### config.mk
export PLATFORM = sky130hd
export DESIGN_NAME = rgmii_link_speed_ctrl
export DESIGN_NICKNAME = d
export VERILOG_FILES = /design/src/rtl/rgmii_pkg.sv /design/src/rtl/rgmii_status_qualifier.sv /design/src/rtl/rgmii_link_speed_ctrl.sv
export SDC_FILE = /design/constraint.sdc
export NUM_CORES = 1
export LEC_CHECK = 0
export BUFFER_PORTS_ARGS = -buffer_cell sky130_fd_sc_hd__clkbuf_2
export CORE_ASPECT_RATIO = 1.5
export CORE_UTILIZATION = 55
export CTS_CLUSTER_DIAMETER = 60
export DETAILED_ROUTE_END_ITERATION = 8
export PLACE_DENSITY = 0.77
export SYNTH_ARGS = -nofsm -noshare
export SYNTH_HDL_FRONTEND = slang
export SYNTH_SLANG_ARGS = --single-unit
### constraint.sdc
create_clock -name clk -period 3.8 [get_ports clk]
set_input_delay 0.19 -clock clk [delete_from_list [all_inputs] [get_ports clk]]
set_output_delay 0.19 -clock clk [all_outputs]
set_load 0.05 [all_outputs]
### src/rtl/rgmii_pkg.sv
// Shared definitions for the RGMII link/speed sequencer: speed codes, FSM state
// encoding and the packed link status word.
package rgmii_pkg;

  localparam logic [1:0] SPEED_10   = 2'b00;
  localparam logic [1:0] SPEED_100  = 2'b01;
  localparam logic [1:0] SPEED_1000 = 2'b10;

  typedef enum logic [2:0] {
    ST_DOWN  = 3'd0,
    ST_QUAL  = 3'd1,
    ST_DRAIN = 3'd2,
    ST_SWRST = 3'd3,
    ST_UP    = 3'd4
  } state_e;

  typedef struct packed {
    logic       link;
    logic [1:0] speed;
    logic       duplex;
  } status_t;

  localparam int STATUS_W = $bits(status_t);

  localparam status_t STATUS_RST = '{link: 1'b0, speed: SPEED_1000, duplex: 1'b1};

  // The reserved speed code can never be applied, so it is reported as link down.
  function automatic status_t qualify_status(input status_t s);
    status_t r;
    r = s;
    if (!(s.speed inside {SPEED_10, SPEED_100, SPEED_1000})) begin
      r.link = 1'b0;
    end
    return r;
  endfunction

endpackage

### src/rtl/rgmii_status_qualifier.sv
// Holds the target status and counts how many consecutive cycles the candidate
// has matched it; stable_o fires once the candidate has held long enough.
module rgmii_status_qualifier
  import rgmii_pkg::*;
#(
  parameter int STABLE_CYCLES = 8
) (
  input  logic    clk,
  input  logic    rst,
  input  status_t cand_i,
  input  logic    load_i,
  input  logic    en_i,
  output status_t tgt_o,
  output logic    stable_o
);

  localparam int CW = $clog2(STABLE_CYCLES + 1);

  status_t             tgt_q, tgt_d;
  logic [CW-1:0]       cnt_q, cnt_d;
  logic [STATUS_W-1:0] diff;
  logic                changed;

  assign diff     = cand_i ^ tgt_q;
  assign changed  = |diff;
  assign stable_o = en_i && !changed && (cnt_q == CW'(STABLE_CYCLES));
  assign tgt_o    = tgt_q;

  // Any disagreement restarts the count against the new candidate; the count
  // saturates so a long stay in qualification cannot wrap it.
  always_comb begin
    tgt_d = tgt_q;
    cnt_d = cnt_q;
    if (load_i) begin
      tgt_d = cand_i;
      cnt_d = CW'(1);
    end else if (en_i) begin
      if (changed) begin
        tgt_d = cand_i;
        cnt_d = CW'(1);
      end else if (cnt_q != CW'(STABLE_CYCLES)) begin
        cnt_d = cnt_q + CW'(1);
      end
    end
  end

  always_ff @(posedge clk or posedge rst) begin
    if (rst) begin
      tgt_q <= STATUS_RST;
      cnt_q <= '0;
    end else begin
      tgt_q <= tgt_d;
      cnt_q <= cnt_d;
    end
  end

endmodule

### src/rtl/rgmii_link_speed_ctrl.sv
// Link/speed sequencer for rgmii_phy_if: qualifies the PHY (or forced) status and
// applies every change by draining MAC TX, resetting the interface and switching speed.
module rgmii_link_speed_ctrl
  import rgmii_pkg::*;
#(
  parameter int STABLE_CYCLES = 8,
  parameter int IFG_CYCLES    = 12,
  parameter int DRAIN_TIMEOUT = 4096,
  parameter int RST_CYCLES    = 4
) (
  input  logic       clk,
  input  logic       rst,
  input  logic       cfg_auto,
  input  logic [1:0] cfg_speed,
  input  logic       cfg_duplex,
  input  logic       ib_valid,
  input  logic       ib_link,
  input  logic [1:0] ib_speed,
  input  logic       ib_duplex,
  input  logic       mac_tx_busy,
  output logic [1:0] speed,
  output logic       duplex,
  output logic       link_up,
  output logic       if_rst,
  output logic       change_pulse,
  output logic [2:0] state_o
);

  localparam int CNT_MAX = (DRAIN_TIMEOUT > RST_CYCLES) ? DRAIN_TIMEOUT : RST_CYCLES;
  localparam int CW      = $clog2(CNT_MAX + 1);

  status_t       ib_hold_q, ib_hold_d;
  status_t       cand_raw, cand, tgt;
  state_e        state_q;
  logic          from_up_q;
  logic [CW-1:0] cnt_q, tmo_q;
  logic [1:0]    speed_q;
  logic          duplex_q, link_up_q, if_rst_q, pulse_q;
  logic          app_same, qual_load, qual_en, qual_stable, drain_done;

  always_comb begin
    ib_hold_d = ib_hold_q;
    if (ib_valid) begin
      ib_hold_d = '{link: ib_link, speed: ib_speed, duplex: ib_duplex};
    end
  end

  always_ff @(posedge clk or posedge rst) begin
    if (rst) begin
      ib_hold_q <= STATUS_RST;
    end else begin
      ib_hold_q <= ib_hold_d;
    end
  end

  assign cand_raw = cfg_auto ? ib_hold_q
                             : status_t'{link: 1'b1, speed: cfg_speed, duplex: cfg_duplex};
  assign cand     = qualify_status(cand_raw);
  assign app_same = (cand.speed == speed_q) && (cand.duplex == duplex_q);

  // A link loss in UP also loads the target, so DRAIN can pick its exit from tgt.link.
  assign qual_load = ((state_q == ST_DOWN) && cand.link) ||
                     ((state_q == ST_UP) && (!cand.link || !app_same));
  assign qual_en   = (state_q == ST_QUAL);

  assign drain_done = (!mac_tx_busy && (cnt_q == CW'(IFG_CYCLES - 1))) ||
                      (tmo_q == CW'(DRAIN_TIMEOUT - 1));

  rgmii_status_qualifier #(
    .STABLE_CYCLES(STABLE_CYCLES)
  ) u_qual (
    .clk     (clk),
    .rst     (rst),
    .cand_i  (cand),
    .load_i  (qual_load),
    .en_i    (qual_en),
    .tgt_o   (tgt),
    .stable_o(qual_stable)
  );

  always_ff @(posedge clk or posedge rst) begin
    if (rst) begin
      state_q   <= ST_DOWN;
      from_up_q <= 1'b0;
      cnt_q     <= '0;
      tmo_q     <= '0;
      speed_q   <= SPEED_1000;
      duplex_q  <= 1'b1;
      link_up_q <= 1'b0;
      if_rst_q  <= 1'b1;
      pulse_q   <= 1'b0;
    end else begin
      pulse_q <= 1'b0;
      case (state_q)
        ST_DOWN: begin
          link_up_q <= 1'b0;
          if_rst_q  <= 1'b1;
          if (cand.link) begin
            state_q   <= ST_QUAL;
            from_up_q <= 1'b0;
          end
        end
        // Coming from UP the interface keeps running until the change is proven.
        ST_QUAL: begin
          if (!cand.link) begin
            state_q <= from_up_q ? ST_UP : ST_DOWN;
          end else if (from_up_q && app_same) begin
            state_q <= ST_UP;
          end else if (qual_stable) begin
            if (from_up_q) begin
              state_q   <= ST_DRAIN;
              link_up_q <= 1'b0;
              cnt_q     <= '0;
              tmo_q     <= '0;
            end else begin
              state_q  <= ST_SWRST;
              speed_q  <= tgt.speed;
              duplex_q <= tgt.duplex;
              if_rst_q <= 1'b1;
              cnt_q    <= CW'(1);
            end
          end
        end
        ST_UP: begin
          if (!cand.link) begin
            state_q   <= ST_DRAIN;
            link_up_q <= 1'b0;
            cnt_q     <= '0;
            tmo_q     <= '0;
          end else if (!app_same) begin
            state_q   <= ST_QUAL;
            from_up_q <= 1'b1;
          end
        end
        ST_DRAIN: begin
          cnt_q <= mac_tx_busy ? '0 : cnt_q + CW'(1);
          tmo_q <= tmo_q + CW'(1);
          if (drain_done) begin
            if_rst_q <= 1'b1;
            if (tgt.link) begin
              state_q  <= ST_SWRST;
              speed_q  <= tgt.speed;
              duplex_q <= tgt.duplex;
              cnt_q    <= CW'(1);
            end else begin
              state_q <= ST_DOWN;
            end
          end
        end
        ST_SWRST: begin
          if (cnt_q == CW'(RST_CYCLES)) begin
            state_q   <= ST_UP;
            if_rst_q  <= 1'b0;
            link_up_q <= 1'b1;
            pulse_q   <= 1'b1;
          end else begin
            cnt_q <= cnt_q + CW'(1);
          end
        end
        default: begin
          state_q   <= ST_DOWN;
          link_up_q <= 1'b0;
          if_rst_q  <= 1'b1;
        end
      endcase
    end
  end

  assign speed        = speed_q;
  assign duplex       = duplex_q;
  assign link_up      = link_up_q;
  assign if_rst       = if_rst_q;
  assign change_pulse = pulse_q;
  assign state_o      = state_q;

endmodule

==> impl_metrics.ini, run 1 <==
[cells_and_area]
final_common_cell = dfrtp_1
multiInputGateArea_um2 = 1572
finalNetCount = 351
diodes = 0
area_delta_synth_final_pct = 9.229
seqCellArea_um2 = 1210
drive_gt1_share_pct = 16.42
num-fill-cells = 430
layout_common_cells = dfrtp_1, nand2_1, nor2_1
fin_cells = 401

[setup_path]
rrSetupSlack_ns = 1.26
cp_slowest_cell = a21oi_1
crit_start = cnt_q[6]
worstReg2RegStart = cnt_q[6]
cp_slowest_stage_delay_ns = 0.58
path_class = register to register
cp.arrival_ns = 2.78
required_ns = 4.04
crit_path_end = cnt_q[7]
r2r_cells = 6
critPathMaxFanout = 11
cp_cell_sequence = nor4_1 > and4_1 > o22ai_1 > a21oi_1 > or2_1 > a221o_1
r2r_end = cnt_q[7]
startpoint_type = register
cp-end-kind = register

[clock_network]
clockBufferDepth = 2
hold_buffers = 0
clock_latency_ns = 0.31
cts_tree = done
clk_pin_slew_ns = 0.09
cts_setup_buffers = 0
cts_buffers = 5
htree_levels = 2
cts-root-buf = clkbuf_8
clock_sinks = 48
cts_resized = 0

[sta]
setup_slack_ns = 1.260
max-slew-margin-rel_pct = 33.24
hold_viol_final = 0
worst_slew_pin_slew_ns = 0.9999
fin_tns_setup_ns = 0
setup_viol = 0
report.final.slew_viol_count = 0
max_freq_ghz = 0.3937
final.min_clock_period_ns = 2.540
fin_hold_ws_ns = 0.09421
finalCritPeriodShare_pct = 66.84
fin_worst_skew_ns = 0.01009
rsz0062_at_grt = no

[place]
port_buffers = 20
pre_cts_ws_ns = 1.325
place.gp.congestion = 0.8472
dp_hpwl_um = 4446
dp_cells = 393

[global_route]
grt.overflow.total = 0
grt_pass1_wl_um = 10740
grt_usage_pct = 25.14
antenna_found_initial = 0
grt_max_degree = 49
grt_pass1_vias = 2339

[routing]
drt_pass1_iterations = 5
wl_per_cell_um = 15.96
remaining_drc_errors = 0
drt_iter0_drc = 148
viasPerCell = 6.264
num_vias = 2512
drt-total-wl_um = 6399
ant_nets = 0

[floorplan]
num_rows = 31
io_pins = 21
core_um2 = 4926
start_util_pct = 58.62
die_h_um = 90.75
dieWidth_um = 61.17
fp.dieArea_um2 = 5550

[synthesis]
synth_compound_area_share_pct = 22.14
synth_ff_type = dfrtp_1
ys_warn_count = 0
syn-num-nets = 334
synthArstFlopShare_pct = 100.0
synthDistinctLibCells = 59
synthCells = 317
synth_top_family_by_area = simple AND/OR/NAND/NOR gates
yosys_register_bits = 48
yosys.area_share.xor_xnor_pct = 3.033
syn_area_per_cell_um2 = 9.110
synthSimpleGateAreaFrac_pct = 22.66
synth_enable_flop_cells = 0
syn-cell-area_um2 = 2888
synth_seq_area_share_pct = 41.90
synth.mux.area_fraction_pct = 4.419
synth_fa_ha_area_share_pct = 2.166

[status]
status = finished, final reports clean

[pwr]
ir_worst_vdd_v = 0.0003559
powerDensity_nw_per_um2 = 747.9
power_leakage_nw = 1.359
power.total_mw = 2.359

[min_path]
hold_class = primary input to asynchronous set/reset pin

[flow_run]
cap_violations = 0
## cell usage after synthesis, drive strengths merged (2+ instances only)
cell	count	area (µm²)
a211o	3	26.28
a211oi	3	22.52
a21oi	17	85.08
a221o	8	80.08
a22o	4	35.03
a311oi	2	17.52
a31oi	9	71.32
a32o	2	20.02
and3	12	75.07
and4	2	17.52
buf	3	27.52
clkbuf	10	37.54
dfrtp	41	1026
dfstp	7	183.9
ha	5	62.56
inv	11	41.29
mux2	8	90.09
mux2i	3	37.54
nand2	32	120.1
nand2b	2	12.51
nand3	13	65.06
nand3b	2	15.01
nand4	5	31.28
nor2	28	105.1
nor2b	3	18.77
nor3	9	45.04
nor4	4	40.04
nor4b	2	17.52
o21a	5	37.54
o21ai	25	125.1
or2	4	25.03
or3	3	18.77
or4	2	15.01
xnor2	6	52.55
xor2	4	35.03
## power breakdown
group	internal [mW]	leakage, nW	switching, mW
clock network	0.232	0.0645	0.173
registers	0.682	0.610	0.208
logic	0.373	0.685	0.690
## critical path, delay by kind of cell (launching register included)
kind               cells  cell delay (ns)
DFF                    1             0.43
and+or+nand+nor        3             1.14
AOI/OAI and AO/OA      3             0.90
## cells by family after synthesis
| kind of cell | count (synthesis) |
|---|---|
| buffers and inverters | 24 |
| adders and majority gates | 5 |
| muxes | 11 |
| xor gates and xnor gates | 10 |
| AOI/OAI and AO/OA | 92 |
| and+or+nand+nor | 127 |
| DFF | 48 |
## per-stage QoR
stage,utilization [%],instance area (µm²)
after floorplan,-,2888
after global placement,61.47,3028
after detailed placement,61.47,3028
after CTS,64.03,3154
after global routing,64.03,3154
final,64.03,3154
## routing by layer
layer | vias up | global-route usage, % | part of all wire (%)
met5 | - | 0 | 0
met1 | 1221 | 33.40 | 44
met3 | 15 | 3.725 | 3.5
li1 | 1216 | - | -
met2 | 60 | 39.40 | 50
met4 | 0 | 11.17 | 2.0
## layout make-up
| class | count | area share (%) |
|---|---|---|
| clock buffers | 7 | 3.054 |
| well taps | 66 | 2.618 |
| multi-input cells | 245 | 49.82 |
| inverters | 11 | 1.309 |
| clock inverters | 1 | 0.9520 |
| repair buffers | 23 | 3.887 |
| flip-flops and latches | 48 | 38.36 |
## worst min path at each step
stage                     depth (start not counted)      endpoint         from
final                                             2     cnt_q[11]          rst
after global routing                              2  ib_hold_q[3]      ib_link
after CTS                                         2  ib_hold_q[3]      ib_link
after detailed placement                          2  ib_hold_q[3]      ib_link
after global placement                            2  ib_hold_q[1]  ib_speed[0]
after floorplan                                   1  ib_hold_q[1]  ib_speed[0]
## registers in the layout (all words and copies together) (netlist names)
name	flops
cnt_q	13
tmo_q	13
ib_hold_q	4
u_qual.cnt_q	4
u_qual.tgt_o	4
state_o	3
speed	2
change_pulse	1
duplex	1
from_up_q	1
if_rst	1
link_up	1
(Power assumes the default switching activity.)
==> run 2, diff against run 1 <==
==> constraint.sdc (replaced) <==
create_clock -name clk -period 2.5 [get_ports clk]
set_input_delay 0.125 -clock clk [delete_from_list [all_inputs] [get_ports clk]]
set_output_delay 0.125 -clock clk [all_outputs]
set_load 0.05 [all_outputs]
==> run 2 against run 1 <==
Against the previous run: clock power up 10%; worst setup slack worse by 1.1 ns; core utilization up 0.69 points; sequential share of layout area down 0.41 points; flip-flop and latch count unchanged; maximum frequency up 9.3%; critical endpoint is now cnt_q[11]; largest power group unchanged.
==> impl_metrics.ini, run 2 (synthesis results as in run 1) <==
[global_route]
grt_pass1_wl_um = 11190
grt_usage_pct = 26.40
antenna_found_initial = 0
grt_pass1_vias = 2493
grt_max_degree = 49
grt.overflow.total = 0

[setup_path]
startpoint_type = register
path_class = register to register
cp.arrival_ns = 2.57
critPathMaxFanout = 6
cp-end-kind = register
required_ns = 2.75

[clock_network]
cts-root-buf = clkbuf_8
cts_buffers = 5
cts_tree = done
htree_levels = 2
clock_latency_ns = 0.31
cts_setup_buffers = 0
clk_pin_slew_ns = 0.08
clock_sinks = 48
clockBufferDepth = 2

[sta]
finalCritPeriodShare_pct = 92.92
report.final.slew_viol_count = 0
max-slew-margin-rel_pct = 32.97
fin_tns_setup_ns = 0
rsz0062_at_grt = no
fin_worst_skew_ns = 0.006118
setup_viol = 0
worst_slew_pin_slew_ns = 1.004
max_freq_ghz = 0.4305
hold_viol_final = 0
final.min_clock_period_ns = 2.323
fin_hold_ws_ns = 0.02907

[routing]
drt-total-wl_um = 6543
remaining_drc_errors = 0
drt_iter0_drc = 176
wl_per_cell_um = 15.92
ant_nets = 0
viasPerCell = 6.287
drt_pass1_iterations = 5
num_vias = 2584

[floorplan]
num_rows = 31
dieWidth_um = 61.17
die_h_um = 90.75
fp.dieArea_um2 = 5550
io_pins = 21
start_util_pct = 58.62
core_um2 = 4926

[min_path]
hold_class = primary input to asynchronous set/reset pin

[pwr]
p_seq_share_pct = 37.9
power_frac_clock_pct = 12.6
switching_share_pct = 46.46
internal_power_mw = 1.897
power_frac_comb_pct = 49.5
powerDensity_nw_per_um2 = 1111
power.total_mw = 3.543
power_switching_mw = 1.646
ir_worst_vdd_v = 0.0005787
power_leakage_nw = 1.388

[cells_and_area]
drive_gt1_share_pct = 18.55
design_area_um2 = 3188
final_common_cell = dfrtp_1
top_regs = cnt_q: 13 flops, tmo_q: 13 flops
diodes = 0
layout_common_cells = dfrtp_1, nand2_1, nor2_1
finalNetCount = 361
area_delta_synth_final_pct = 10.40
fin_util_pct = 64.72

[place]
place_area_um2 = 3103
port_buffers = 20
place.gp.congestion = 0.9585
dp_hpwl_um = 4743

[status]
status = finished, final reports clean

[flow_run]
cap_violations = 0
run 2: worst paths after layout:
| kind | start | end | slack, ns | cells after the start |
|---|---|---|---|---|
| max | cnt_q[0] | cnt_q[11] | 0.18 | 7 |
| min | rst | cnt_q[12] | 0.03 | 2 |
| max reg2reg | cnt_q[0] | cnt_q[11] | 0.18 | 7 |
| min reg2reg | tmo_q[12] | tmo_q[12] | 0.50 | 1 |
| max in group asynchronous | rst | from_up_q | 1.84 | 2 |
| min in group clk | ib_duplex | ib_hold_q[0] | 0.05 | 2 |
run 2: power groups by stage:
| stage | sequential (mW) | combinational (mW) | clock, mW |
|---|---|---|---|
| 2_1_floorplan | 1.42 | 1.18 | 0 |
| 3_3_place_gp | 1.34 | 1.70 | 0 |
| 3_5_place_dp | 1.35 | 1.73 | 0 |
| 4_1_cts | 1.34 | 1.74 | 0.457 |
| 5_1_grt | 1.38 | 1.95 | 0.480 |
| 6_report | 1.34 | 1.75 | 0.447 |
run 2: layout make-up:
cell class / instances / area (µm²)
flip-flops and latches: 48 / 1210
multi-input cells: 245 / 1575
fillers: 431 / 1738
clock buffers: 7 / 76.32
clock inverters: 1 / 5.005
repair buffers: 33 / 197.7
inverters: 11 / 41.29
well taps: 66 / 82.58
run 2: timing repair:
action,in CTS,in global routing
endpoints found under the setup margin,0,12
gates resized for setup,0,2
hold buffers,0,0
run 2: per-stage QoR:
| step | setup WS [ns] | std cells |
|---|---|---|
| 4_1_cts | 0.1549 | 411 |
| 3_3_place_gp | 0.2581 | 403 |
| 3_5_place_dp | 0.1681 | 403 |
| 2_1_floorplan | 0.2525 | 317 |
| 6_report | 0.1770 | 411 |
| 5_1_grt | 0.01069 | 411 |
run 2: critical path: stages, from the launching register on:
cell	delay, ns
dfrtp_1	0.42
ha_1	0.24
nor4bb_1	0.15
and4_1	0.20
a41oi_1	0.41
o21ai_2	0.19
nor2_1	0.43
a221o_1	0.24
run 2: layer usage:
metal  up-vias  track usage (%)  wire (µm)
met5         -                0          0
met3        19            3.152        247
met2        69            42.21       3270
met4         0            12.69        182
met1      1256            34.23       2842
li1       1240                -          -
